<file path="config.mk">
export PLATFORM = sky130hd
export DESIGN_NAME = dnn_infer_sched
export DESIGN_NICKNAME = d
export VERILOG_FILES = /design/src/rtl/dnn_sched_pkg.sv /design/src/rtl/dnn_argmax_seq.sv /design/src/rtl/dnn_infer_sched.sv
export SDC_FILE = /design/constraint.sdc
export NUM_CORES = 1
export LEC_CHECK = 0
export ABC_AREA = 1
export CORE_MARGIN = 2
export CORE_UTILIZATION = 45
export CTS_CLUSTER_SIZE = 30
export DETAILED_ROUTE_END_ITERATION = 10
export PLACE_DENSITY = 0.8
export SETUP_SLACK_MARGIN = 0.15
export SYNTH_ARGS = -nofsm -noshare
export SYNTH_HDL_FRONTEND = slang
export SYNTH_HIERARCHICAL = 1
export SYNTH_SLANG_ARGS = --single-unit
</file>
<file path="constraint.sdc">
create_clock -name clk -period 8.8 [get_ports clk]
set_clock_uncertainty 0.2 [all_clocks]
set_input_delay 2.64 -clock clk [delete_from_list [all_inputs] [get_ports clk]]
set_output_delay 2.64 -clock clk [all_outputs]
set_load 0.01 [all_outputs]
</file>
<file path="src/rtl/dnn_sched_pkg.sv">
// ---------------------------------------------------------------------------
// dnn_sched_pkg
//   Shared declarations for the inference job scheduler:
//     sched_state_t   - scheduler FSM state encoding
//     NUM_CLASSES_DEF - default number of engine class outputs
//     CLASS_NONE      - class index reported when a job is aborted
//     WDOG_W          - width of the RUN watchdog counter
// ---------------------------------------------------------------------------
package dnn_sched_pkg;

    typedef enum logic [2:0] {
        S_IDLE   = 3'd0,
        S_LOAD   = 3'd1,
        S_CLEAR  = 3'd2,
        S_START  = 3'd3,
        S_RUN    = 3'd4,
        S_ARGMAX = 3'd5,
        S_RESULT = 3'd6
    } sched_state_t;

    localparam int         NUM_CLASSES_DEF = 10;
    localparam logic [3:0] CLASS_NONE      = 4'hF;
    localparam int         WDOG_W          = 16;

endpackage

</file>
<file path="src/rtl/dnn_argmax_seq.sv">
// ---------------------------------------------------------------------------
// dnn_argmax_seq
//   Sequential argmax over the engine class scores. On 'load' the scores are
//   captured into a local array and a scan starts; one index is examined per
//   cycle. The best entry is replaced only on a strictly greater signed score,
//   so ties resolve to the lowest index. 'scan_done' pulses for one cycle once
//   the last index has been folded into best_idx/best_score.
//
// Ports:
//   clk, rst     clock, asynchronous active-high reset
//   load         capture scores_in and start a new scan
//   scores_in    NUM_CLASSES packed signed scores, class i at [i*DATA_WIDTH +: DATA_WIDTH]
//   best_idx     index of the winning class
//   best_score   score of the winning class
//   scan_done    one-cycle pulse: best_idx/best_score are final
// ---------------------------------------------------------------------------
module dnn_argmax_seq
    import dnn_sched_pkg::*;
#(
    parameter int DATA_WIDTH  = 8,
    parameter int NUM_CLASSES = NUM_CLASSES_DEF
) (
    input  logic                              clk,
    input  logic                              rst,
    input  logic                              load,
    input  logic [NUM_CLASSES*DATA_WIDTH-1:0] scores_in,
    output logic [3:0]                        best_idx,
    output logic signed [DATA_WIDTH-1:0]      best_score,
    output logic                              scan_done
);

    localparam logic [3:0] LAST_IDX = 4'(NUM_CLASSES - 1);

    logic signed [DATA_WIDTH-1:0] score_mem [NUM_CLASSES];
    logic [3:0]                   idx;
    logic                         scanning;
    logic signed [DATA_WIDTH-1:0] cur_score;

    assign cur_score = score_mem[idx];

    // Score snapshot: pure data, no reset needed.
    always_ff @(posedge clk) begin
        if (load) begin
            for (int i = 0; i < NUM_CLASSES; i++) begin
                score_mem[i] <= signed'(scores_in[i*DATA_WIDTH +: DATA_WIDTH]);
            end
        end
    end

    always_ff @(posedge clk or posedge rst) begin
        if (rst) begin
            idx        <= '0;
            scanning   <= 1'b0;
            scan_done  <= 1'b0;
            best_idx   <= '0;
            best_score <= '0;
        end else begin
            scan_done <= 1'b0;
            if (load) begin
                idx      <= '0;
                scanning <= 1'b1;
            end else if (scanning) begin
                // Index 0 seeds the best unconditionally; later entries need a strict win.
                if ((idx == 4'd0) || (cur_score > best_score)) begin
                    best_idx   <= idx;
                    best_score <= cur_score;
                end
                if (idx == LAST_IDX) begin
                    scanning  <= 1'b0;
                    scan_done <= 1'b1;
                end else begin
                    idx <= idx + 4'd1;
                end
            end
        end
    end

endmodule

</file>
<file path="src/rtl/dnn_infer_sched.sv">
// ---------------------------------------------------------------------------
// dnn_infer_sched
//   Job sequencer and memory-port arbiter for the ReLU inference engine.
//   The single memory port is owned either by the host loader (LOAD, after
//   host_gnt rises) or by the engine read address. A job clears the engine,
//   starts it, waits for done under a watchdog, scans the class scores for
//   the argmax and presents the result on a valid/ready interface.
//
// Ports:
//   clk, rst                        clock, asynchronous active-high reset
//   host_req/host_gnt               host port request (level) / registered grant
//   host_we/host_addr/host_wdata    host memory access
//   go_valid/go_ready               job request handshake
//   dnn_start/dnn_reset             one-cycle engine start / clear pulses
//   dnn_done                        engine done level
//   dnn_mem_addr                    engine read address
//   dnn_out                         engine class scores, class i at [i*DATA_WIDTH +: DATA_WIDTH]
//   mem_addr/mem_wdata/mem_we       shared memory port
//   res_valid/res_ready             result handshake
//   res_class/res_score/res_timeout classification result (4'hF / 0 / 1 on abort)
// ---------------------------------------------------------------------------
module dnn_infer_sched
    import dnn_sched_pkg::*;
#(
    parameter int DATA_WIDTH     = 8,
    parameter int ADDR_WIDTH     = 16,
    parameter int NUM_CLASSES    = NUM_CLASSES_DEF,
    parameter int TIMEOUT_CYCLES = 65535
) (
    input  logic                              clk,
    input  logic                              rst,
    input  logic                              host_req,
    output logic                              host_gnt,
    input  logic                              host_we,
    input  logic [ADDR_WIDTH-1:0]             host_addr,
    input  logic [DATA_WIDTH-1:0]             host_wdata,
    input  logic                              go_valid,
    output logic                              go_ready,
    output logic                              dnn_start,
    output logic                              dnn_reset,
    input  logic                              dnn_done,
    input  logic [ADDR_WIDTH-1:0]             dnn_mem_addr,
    input  logic [NUM_CLASSES*DATA_WIDTH-1:0] dnn_out,
    output logic [ADDR_WIDTH-1:0]             mem_addr,
    output logic [DATA_WIDTH-1:0]             mem_wdata,
    output logic                              mem_we,
    output logic                              res_valid,
    input  logic                              res_ready,
    output logic [3:0]                        res_class,
    output logic signed [DATA_WIDTH-1:0]      res_score,
    output logic                              res_timeout
);

    localparam logic [WDOG_W-1:0] TIMEOUT_VAL = WDOG_W'(TIMEOUT_CYCLES);

    sched_state_t                 state, state_next;
    logic                         gnt_next;
    logic [WDOG_W-1:0]            wdog, wdog_next, wdog_inc;
    logic [3:0]                   class_next;
    logic signed [DATA_WIDTH-1:0] score_next;
    logic                         timeout_next;
    logic                         scan_load;
    logic [3:0]                   best_idx;
    logic signed [DATA_WIDTH-1:0] best_score;
    logic                         scan_done;

    assign wdog_inc = wdog + WDOG_W'(1);

    dnn_argmax_seq #(
        .DATA_WIDTH  (DATA_WIDTH),
        .NUM_CLASSES (NUM_CLASSES)
    ) u_argmax (
        .clk        (clk),
        .rst        (rst),
        .load       (scan_load),
        .scores_in  (dnn_out),
        .best_idx   (best_idx),
        .best_score (best_score),
        .scan_done  (scan_done)
    );

    // Pulses and result-valid decode straight from the state register, so
    // they are glitch-free and fall to zero the instant rst is asserted.
    assign dnn_reset = (state == S_CLEAR);
    assign dnn_start = (state == S_START);
    assign res_valid = (state == S_RESULT);
    // Host wins over a simultaneous go request.
    assign go_ready  = (state == S_IDLE) && !host_req;

    // Memory port: the engine only ever reads.
    assign mem_addr  = host_gnt ? host_addr : dnn_mem_addr;
    assign mem_we    = host_gnt && host_we;
    assign mem_wdata = host_wdata;

    always_comb begin
        state_next   = state;
        gnt_next     = 1'b0;
        wdog_next    = wdog;
        class_next   = res_class;
        score_next   = res_score;
        timeout_next = res_timeout;
        scan_load    = 1'b0;
        case (state)
            S_IDLE: begin
                if (host_req) begin
                    state_next = S_LOAD;
                end else if (go_valid) begin
                    state_next = S_CLEAR;
                end
            end
            S_LOAD: begin
                // Grant follows the request one cycle after entry and drops
                // on the same edge that returns to IDLE.
                if (host_req) begin
                    gnt_next = 1'b1;
                end else begin
                    state_next = S_IDLE;
                end
            end
            S_CLEAR: begin
                state_next = S_START;
            end
            S_START: begin
                wdog_next  = '0;
                state_next = S_RUN;
            end
            S_RUN: begin
                wdog_next = wdog_inc;
                // done takes priority over an expiring watchdog
                if (dnn_done) begin
                    scan_load  = 1'b1;
                    state_next = S_ARGMAX;
                end else if (wdog_inc == TIMEOUT_VAL) begin
                    timeout_next = 1'b1;
                    class_next   = CLASS_NONE;
                    score_next   = '0;
                    state_next   = S_RESULT;
                end
            end
            S_ARGMAX: begin
                if (scan_done) begin
                    timeout_next = 1'b0;
                    class_next   = best_idx;
                    score_next   = best_score;
                    state_next   = S_RESULT;
                end
            end
            S_RESULT: begin
                if (res_ready) begin
                    state_next = S_IDLE;
                end
            end
            default: begin
                state_next = S_IDLE;
            end
        endcase
    end

    always_ff @(posedge clk or posedge rst) begin
        if (rst) begin
            state       <= S_IDLE;
            host_gnt    <= 1'b0;
            wdog        <= '0;
            res_class   <= '0;
            res_score   <= '0;
            res_timeout <= 1'b0;
        end else begin
            state       <= state_next;
            host_gnt    <= gnt_next;
            wdog        <= wdog_next;
            res_class   <= class_next;
            res_score   <= score_next;
            res_timeout <= timeout_next;
        end
    end

endmodule

</file>
### Yosys cells after proc, flatten, opt, wreduce, memory -nomap -nowiden

Memory sizes are Yosys's and may differ from the RTL's.
Index checks and enable logic that the tools add are counted.

* $add $sub $neg: 2
* magnitude comparators: 1
* eq/ne operators: 16
* muxes and demuxes: 37
* bitwise gates (word level): 1
* reductions and logical operators: 13

Operators with widths (number)
* $pmux W16 S2: 1
* $mux W4: 6
* $mux W8: 3
* $mux W3: 7
* $pmux W3 S7: 1
* $add A16 B1 Y16 const B: 1
* $eq A16 B16 Y1 const B: 1
* $mux W16: 1
* $pmux W8 S2: 1
* $mux W1: 15
* $eq A3 B3 Y1 const B: 3
* $gt A8 B8 Y1: 1
* $ne A2 B2 Y1 const B: 4
* $pmux W4 S2: 1
* $eq A3 B2 Y1 const B: 2
* $ne A3 B3 Y1 const B: 2
* $reduce_bool A2 Y1: 3
* $reduce_and A5 Y1: 1
* $add A4 B1 Y4 const B: 1
* $eq A4 B4 Y1 const B: 1
* $logic_not A4 Y1: 1
* $ne A2 B1 Y1 const B: 2
* $reduce_and A4 Y1: 1
* $eq A3 B1 Y1 const B: 1
* other kinds (8): 9

* register bits after elaboration: 51
* RAM bits: 80
* input bits: 127
* output and inout port bits: 43
* word-level logic and storage cells: 82
* memories: 1

Memories
* u_argmax.score_mem: depth 10, width 8, rd ports 1, clocked after memory_dff 0, write ports 10, RTL line dnn_argmax_seq.sv:34 `logic signed [DATA_WIDTH-1:0] score_mem [NUM_CLASSES];`

### Longest topological paths before layout

Gate-level depths: netlist (run 1).

* depth in word-level cells: 5
* depth in mapped cells: 23
* depth with buffers taken out: 20

### Modules after synthesis

The synthesis (run 1) kept the hierarchy.

By module, submodules not included
* dnn_argmax_seq: instances 1, cells an instance 357, area each 4156.5 um^2, sequential area each 2852.7 um^2
* dnn_infer_sched: instances 1, cells an instance 297, area each 2223.4 um^2, sequential area each 825.8 um^2

### Worst setup path before layout (run 1)

No wires, ideal clock.

* kind: in2out
* start: in host_addr[0]
* end: out mem_addr[0]
* data arrival time: 2.915 ns
* data required time: 5.960 ns
* path slack: 3.045 ns
* stages: 1
* buffers on the path: 0
* cell sequence: mux2_2

* longest elaborated chain between the ends: 1

Ends and longest elaborated chain
* start, declared: RTL line dnn_infer_sched.sv:35 `input logic [ADDR_WIDTH-1:0] host_addr,`
* $mux W16: RTL line dnn_infer_sched.sv:91 `assign mem_addr = host_gnt ? host_addr : dnn_mem_addr;`
* end, declared: RTL line dnn_infer_sched.sv:44 `output logic [ADDR_WIDTH-1:0] mem_addr,`

No other way between the ends.

### Worst setup path in the final report (run 1)

* start: in host_req
* end: out go_ready

* longest elaborated chain between the ends: 2

Ends and longest elaborated chain
* start, declared: RTL line dnn_infer_sched.sv:32 `input logic host_req,`
* $logic_not A1 Y1: RTL line dnn_infer_sched.sv:88 `assign go_ready = (state == S_IDLE) && !host_req;`
* $logic_and A1 B1 Y1: RTL line dnn_infer_sched.sv:88
* end, declared: RTL line dnn_infer_sched.sv:38 `output logic go_ready,`

No other way between the ends.

==> impl_results.md, run 1 <==
* Outcome: finished, final reports clean
* Initial antenna violation count at 0
* Number of top-level pins at 170
* Final hold violations at 0
* Die Ht at 123.1 µm
* Most common cell in the netlist: nand2_1
* Register area share after synthesis at 57.66%
* Worst-path clk slew at 0.06 ns
* Fin crit period at 6.682 ns
* Number of post-CTS setup repair buffers at 0
* Top post-synthesis cells by count: nand2_1 (136), edfxtp_1 (80), nor2_1 (70)
* H-tree Lvls at 4
* Fin. max-slew vios at 0
* Wire per inst at 14.63 µm
* Pre-CTS WS at 2.092 ns
* Post-route setup TNS at 0 ns
* Final #Nets at 937
* Die width at 123.1 µm
* Maxcap violations at 0
* CTS max path bufs at 2
* Share of flip-flops with an asynchronous set or reset at 38.93%
* GRT Total Usage at 20.34%
* Cells on worst reg2reg path at 15
* Register bit total from synthesis at 131
* Post-synth EDFFs at 80
* Max IR drop VDD at 0.1903 mV
* Root buffer selected by CTS: clkbuf_16
* Via-to-Cell Ratio at 5.042
* Cell area after layout at 8468 µm²
* Post-synth top flop: edfxtp_1
* Routability Congestion at 0.8966
* Detailed placement HPWL at 10.30 mm
* Layout cells sized above 1 at 8.653%
* Cell area after placement at 7938 µm²
* Largest cells by area after synthesis: edfxtp_1 (38%), dfrtp_1 (20%), nand2_1 (8.0%)
* # port buffers at 153
* Worst skew pair latency at 0.42 ns
* Hold-fix buffers, CTS at 0
* Synthesized cell area at 6380 µm²
* CP Data Required Time at 5.96 ns
* Top cell type's share of synthesized area at 37.65%
* Critical Path End Type: output pin
* Pwr/cell area at 261.5 nW/µm²
* Syn_nets at 795
* # rows at 43
* Area growth, synth to finish at 32.73%
* Core Footprint at 13880 µm²
* Largest net degree at the start of global routing at 85
* Syn_area_per_cell at 9.755 µm²
* Pre-antenna DRT Iters at 5
* Vias in the first global route at 4868
* Hold path depth at 2
* Initial drt markers at 408
* Most area-hungry cell type in the Yosys netlist: edfxtp_1
* DRC Markers at 0
* Vias at 4987
* Max FO, Critical Path at 3
* Startpoint Class: input pin
* Mapped Cells at 654
* Ys Warns at 6
* Arrival @ worst endpoint at 3.84 ns
* Critical path class: input pin to output pin
* # diodes at 0
* # resized after CTS at 0
* CTS tree: built
* Ratio of final minimum period to clock period at 75.94%
* Lkg Pwr at 3.468 nW
* Least-Margin Pin Slew at 1.041 ns
* Initial Util at 45.96%
* Netlist cell types at 38
* Total clock buffers created by CTS at 17
* Worst Hold Class: flip-flop to flip-flop
* Drt total wl at 14.47 mm
* Die ar. at 15150 µm²
* Unrepaired setup endpoints after global routing: no
* Antenna-violating nets left at 0
* First-pass GRT wire length at 23.47 mm
* Worst setup margin at 2.118 ns
* Final setup vio count at 0
* Maximum clock frequency at 149.6 MHz
* Slew headroom at 30.58%
* Sink Count at 131
* Grt ovf at 0
power breakdown:
part | internal (mW) | total, mW | switching [mW]
Sequential | 0.745 | 0.829 | 0.0836
Clock | 0.359 | 0.626 | 0.267
Combinational | 0.310 | 0.760 | 0.450
cells by family after synthesis:
family / count (synthesis) / synth area share [%]
buffers and inverters: 100 / 7.433
DFF: 131 / 57.66
adders and majority gates: 14 / 2.746
xor gates and xnor gates: 5 / 0.8042
and+or+nand+nor: 293 / 20.16
AOI/OAI and AO/OA: 95 / 8.374
muxes: 16 / 2.824
through the flow:
step / total power [mW] / std cells / hold WS, ns / utilization, %
after floorplan: 1.375 / 654 / 0.2419 / -
final: 2.214 / 989 / 0.2906 / 61.01
after CTS: 2.228 / 989 / 0.2901 / 61.01
after global routing: 2.370 / 989 / 0.3067 / 61.01
after global placement: 1.574 / 957 / 0.2578 / 57.18
after detailed placement: 1.595 / 957 / 0.2736 / 57.18
path summary, 6_finish.rpt:
path                            slack [ns]                            endpoint                             start
min in group asynchronous             2.21             res_timeout$_DFFE_PP0P_                               rst
worst min register to register        0.29    u_argmax/best_idx[3]$_DFFE_PP0P_  u_argmax/best_idx[3]$_DFFE_PP0P_
worst min-delay path                  0.29    u_argmax/best_idx[3]$_DFFE_PP0P_  u_argmax/best_idx[3]$_DFFE_PP0P_
max in group asynchronous             5.45  u_argmax/best_score[6]$_DFFE_PP0P_                               rst
worst max-delay path                  2.12                            go_ready                          host_req
worst max register to register        5.01    u_argmax/best_idx[2]$_DFFE_PP0P_       u_argmax/idx[1]$_DFFE_PP0P_
cells in the final DEF (no fill, tap or decap), types with 2 or more instances in the layout:
cell             instances
o22ai_1                  3
nand3b_1                 2
nand4_1                 13
nand3_2                  4
o21ai_1                  2
edfxtp_1                80
nand3_1                 49
nand2_1                136
clkinv_1                 3
o21ai_0                 58
inv_6                    4
nand2_2                  5
ha_1                    14
mux2_2                  16
inv_1                   63
clkinvlp_4               3
o211ai_1                 6
inv_2                    3
o211a_1                  5
nor2_2                   6
buf_4                    3
clkdlybuf4s50_1        153
clkinv_4                 3
nor2_1                  70
clkinv_2                 3
dfrtp_1                 51
clkbuf_16               17
a21oi_1                 16
xor2_1                   3
nor3_1                   4
state kept, by name, summed over array words and instances, names as in the netlist:
register	cells
res_class	4
u_argmax/idx	4
wdog	16
state	3
res_score	8
u_argmax/best_score	8
u_argmax/best_idx	4
u_argmax/scanning	1
host_gnt	1
res_timeout	1
u_argmax/score_mem	80
u_argmax/scan_done	1
per-layer routing:
layer	track usage, %	wire (µm)	vias up
li1	-	-	2491
met1	27.18	6477	2319
met2	32.46	6920	159
met3	4.889	854	18
met4	7.386	221	0
met5	0	0	-
layout make-up:
cell class / count / area [µm²]
Fill cell: 1159 / 5413
Clock buffer: 17 / 425.4
Timing Repair Buffer: 156 / 1554
Tap cell: 180 / 225.2
Clock inverter: 15 / 105.1
Multi-Input combinational cell: 423 / 2227
Inverter: 67 / 252.7
Sequential cell: 131 / 3679
critical path, cell delays in order:
cell	delay (ns)
clkdlybuf4s50_1	0.44
nor2_1	0.18
clkdlybuf4s50_1	0.58
No activity file was read; power rests on OpenSTA's default activity.
==> run 2: changes to the inputs <==
CORE_UTILIZATION = 44   (was 45)
PLACE_DENSITY = 0.82   (was 0.8)
clock period = 5.6 ns   (was 8.8 ns; I/O delays follow)
==> run 2 against run 1 <==
  * Utilization fell by 1.4 points
  * Setup slack got worse by 1.3 ns
  * Routed wire length rose by 4.7%
  * Critical path type unchanged
==> impl_results.md, run 2 (synthesis gave the netlist of run 1 again) <==
* Outcome: finished, final reports clean
* Pwr Total at 3.639 mW
* Critical path class: input pin to output pin
* Filler instances at 1141
* Max reg flops at 80
* Critical path origin: host_req
* # resized after CTS at 0
* Start point of the worst hold path: u_argmax/best_idx[0]$_DFFE_PP0P_
* Worst r2r src: u_argmax/idx[0]$_DFFE_PP0P_
* Post-route setup TNS at 0 ns
* Maximum clock frequency at 208.3 MHz
* Vias at 5077
* Grt ovf at 0
* Routability Congestion at 0.8927
* Total clock buffers created by CTS at 17
* WHS Endpoint: u_argmax/best_idx[0]$_DFFE_PP0P_
* Critical Path End Type: output pin
* Power Internal at 2.368 mW
* GRT Total Usage at 20.37%
* Number of top-level pins at 170
* # port buffers at 153
* Final setup vio count at 0
* Wire per inst at 15.22 µm
* Largest net degree at the start of global routing at 51
* Register cell area after layout at 3679 µm²
* Final Util at 59.63%
* R2R Path End: u_argmax/best_score[7]$_DFFE_PP0P_
* DRC Markers at 0
* Detailed placement HPWL at 10.86 mm
* Antenna-violating nets left at 0
* Final hold slack at 0.2791 ns
* Number of post-CTS setup repair buffers at 0
* Drt total wl at 15.15 mm
* Worst-path clk slew at 0.06 ns
* Die width at 124.4 µm
* Setup slack, reg-to-reg at 2.35 ns
* Maxcap violations at 0
* Cells on worst reg2reg path at 14
* Die ar. at 15480 µm²
* # rows at 44
* Layout cells sized above 1 at 9.125%
* Vias in the first global route at 5026
* Root buffer selected by CTS: clkbuf_16
* Multi-input gate area at 2227 µm²
* Hold-fix buffers, CTS at 0
* Final #Nets at 940
* # diodes at 0
* Max FO, Critical Path at 3
* Sw Pwr at 1.272 mW
* First-pass GRT wire length at 24.88 mm
* Sink Count at 131
* Initial Util at 44.40%
* Top flop regs: u_argmax/score_mem: 80 flops, wdog: 16 flops
* Initial antenna violation count at 0
* Area growth, synth to finish at 34.30%
* Ratio of final minimum period to clock period at 85.72%
* Top reg by flops: u_argmax/score_mem
* Arrival @ worst endpoint at 2.92 ns
* Worst skew pair latency at 0.42 ns
* Lkg Pwr at 3.525 nW
* Hold path depth at 2
* Unrepaired setup endpoints after global routing: no
* Most common cell after layout, fill and taps aside: clkdlybuf4s50_1
* Slew headroom at 41.67%
* Pwr/cell area at 424.7 nW/µm²
* Via-to-Cell Ratio at 5.103
* Combinational power share at 34.1%
* Least-Margin Pin Slew at 0.8702 ns
* Fin. max-slew vios at 0
* Most frequent cells in the layout: clkdlybuf4s50_1 (153), nand2_1 (136), edfxtp_1 (80)
* Core Footprint at 14370 µm²
* Initial drt markers at 331
* CP Data Required Time at 3.72 ns
* Worst Hold Class: flip-flop to flip-flop
* CTS tree: built
* Clock network fraction of design power at 30.8%
* Final hold violations at 0
* Max IR drop VDD at 0.3254 mV
* Fin crit period at 4.801 ns
* Die Ht at 124.4 µm
* CTS max path bufs at 2
* Sw Share at 34.94%
* H-tree Lvls at 4
* Startpoint Class: input pin
* Sequential power share at 35.1%
* Pre-antenna DRT Iters at 5
[run 2: cell types whose count changed in the layout (fill, tap and decap cells not counted)]
cell,previous run,this run
buf_4,3,6
inv_6,4,3
clkinv_1,3,1
inv_2,3,4
bufinv_16,0,3
inv_8,0,1
clkinv_4,3,4
clkinv_2,3,1
clkinvlp_4,3,1
[run 2: final cells by class]
type                            count  share of cell area (%)
Multi-Input combinational cell    423                   25.99
Clock buffer                       17                   4.965
Inverter                           67                   2.935
Timing Repair Buffer              159                   18.40
Clock inverter                     14                   2.088
Tap cell                          184                   2.687
Sequential cell                   131                   42.93
[run 2: how the worst max path moves through the flow]
stage / to / slack (ns) / depth (start not counted)
global route: go_ready / 0.74 / 3
finish: go_ready / 0.80 / 3
global placement: go_ready / 0.80 / 3
detailed placement: go_ready / 0.79 / 3
CTS: go_ready / 0.79 / 3
floorplan: u_argmax/best_idx[0]$_DFFE_PP0P_ / 0.97 / 6
[run 2: stage by stage]
stage | area (µm²) | cells | setup WS, ns
3_5_place_dp | 7964 | 964 | 0.7927
4_1_cts | 8568 | 995 | 0.7893
6_report | 8568 | 995 | 0.7994
3_3_place_gp | 7964 | 964 | 0.7998
5_1_grt | 8568 | 995 | 0.7417
2_1_floorplan | 6380 | 654 | 0.9669
[run 2: routing by layer]
layer	vias up	routed length [µm]	GRT usage [%]
li1	2500	-	-
met1	2357	6350	25.63
met2	194	7439	33.91
met3	26	985	4.811
met4	0	372	8.394
met5	-	0	0
[run 2: critical path: stages]
cell and delay, ns:
clkdlybuf4s50_1 0.45, nor2_1 0.21, clkdlybuf4s50_1 0.58
[run 2: power by group through the flow]
stage	combinational, mW	sequential, mW	clock [mW]
CTS	1.24	1.28	1.14
detailed placement	1.23	1.29	0
global placement	1.19	1.29	0
global route	1.40	1.30	1.18
floorplan	0.902	1.26	0
finish	1.24	1.28	1.12
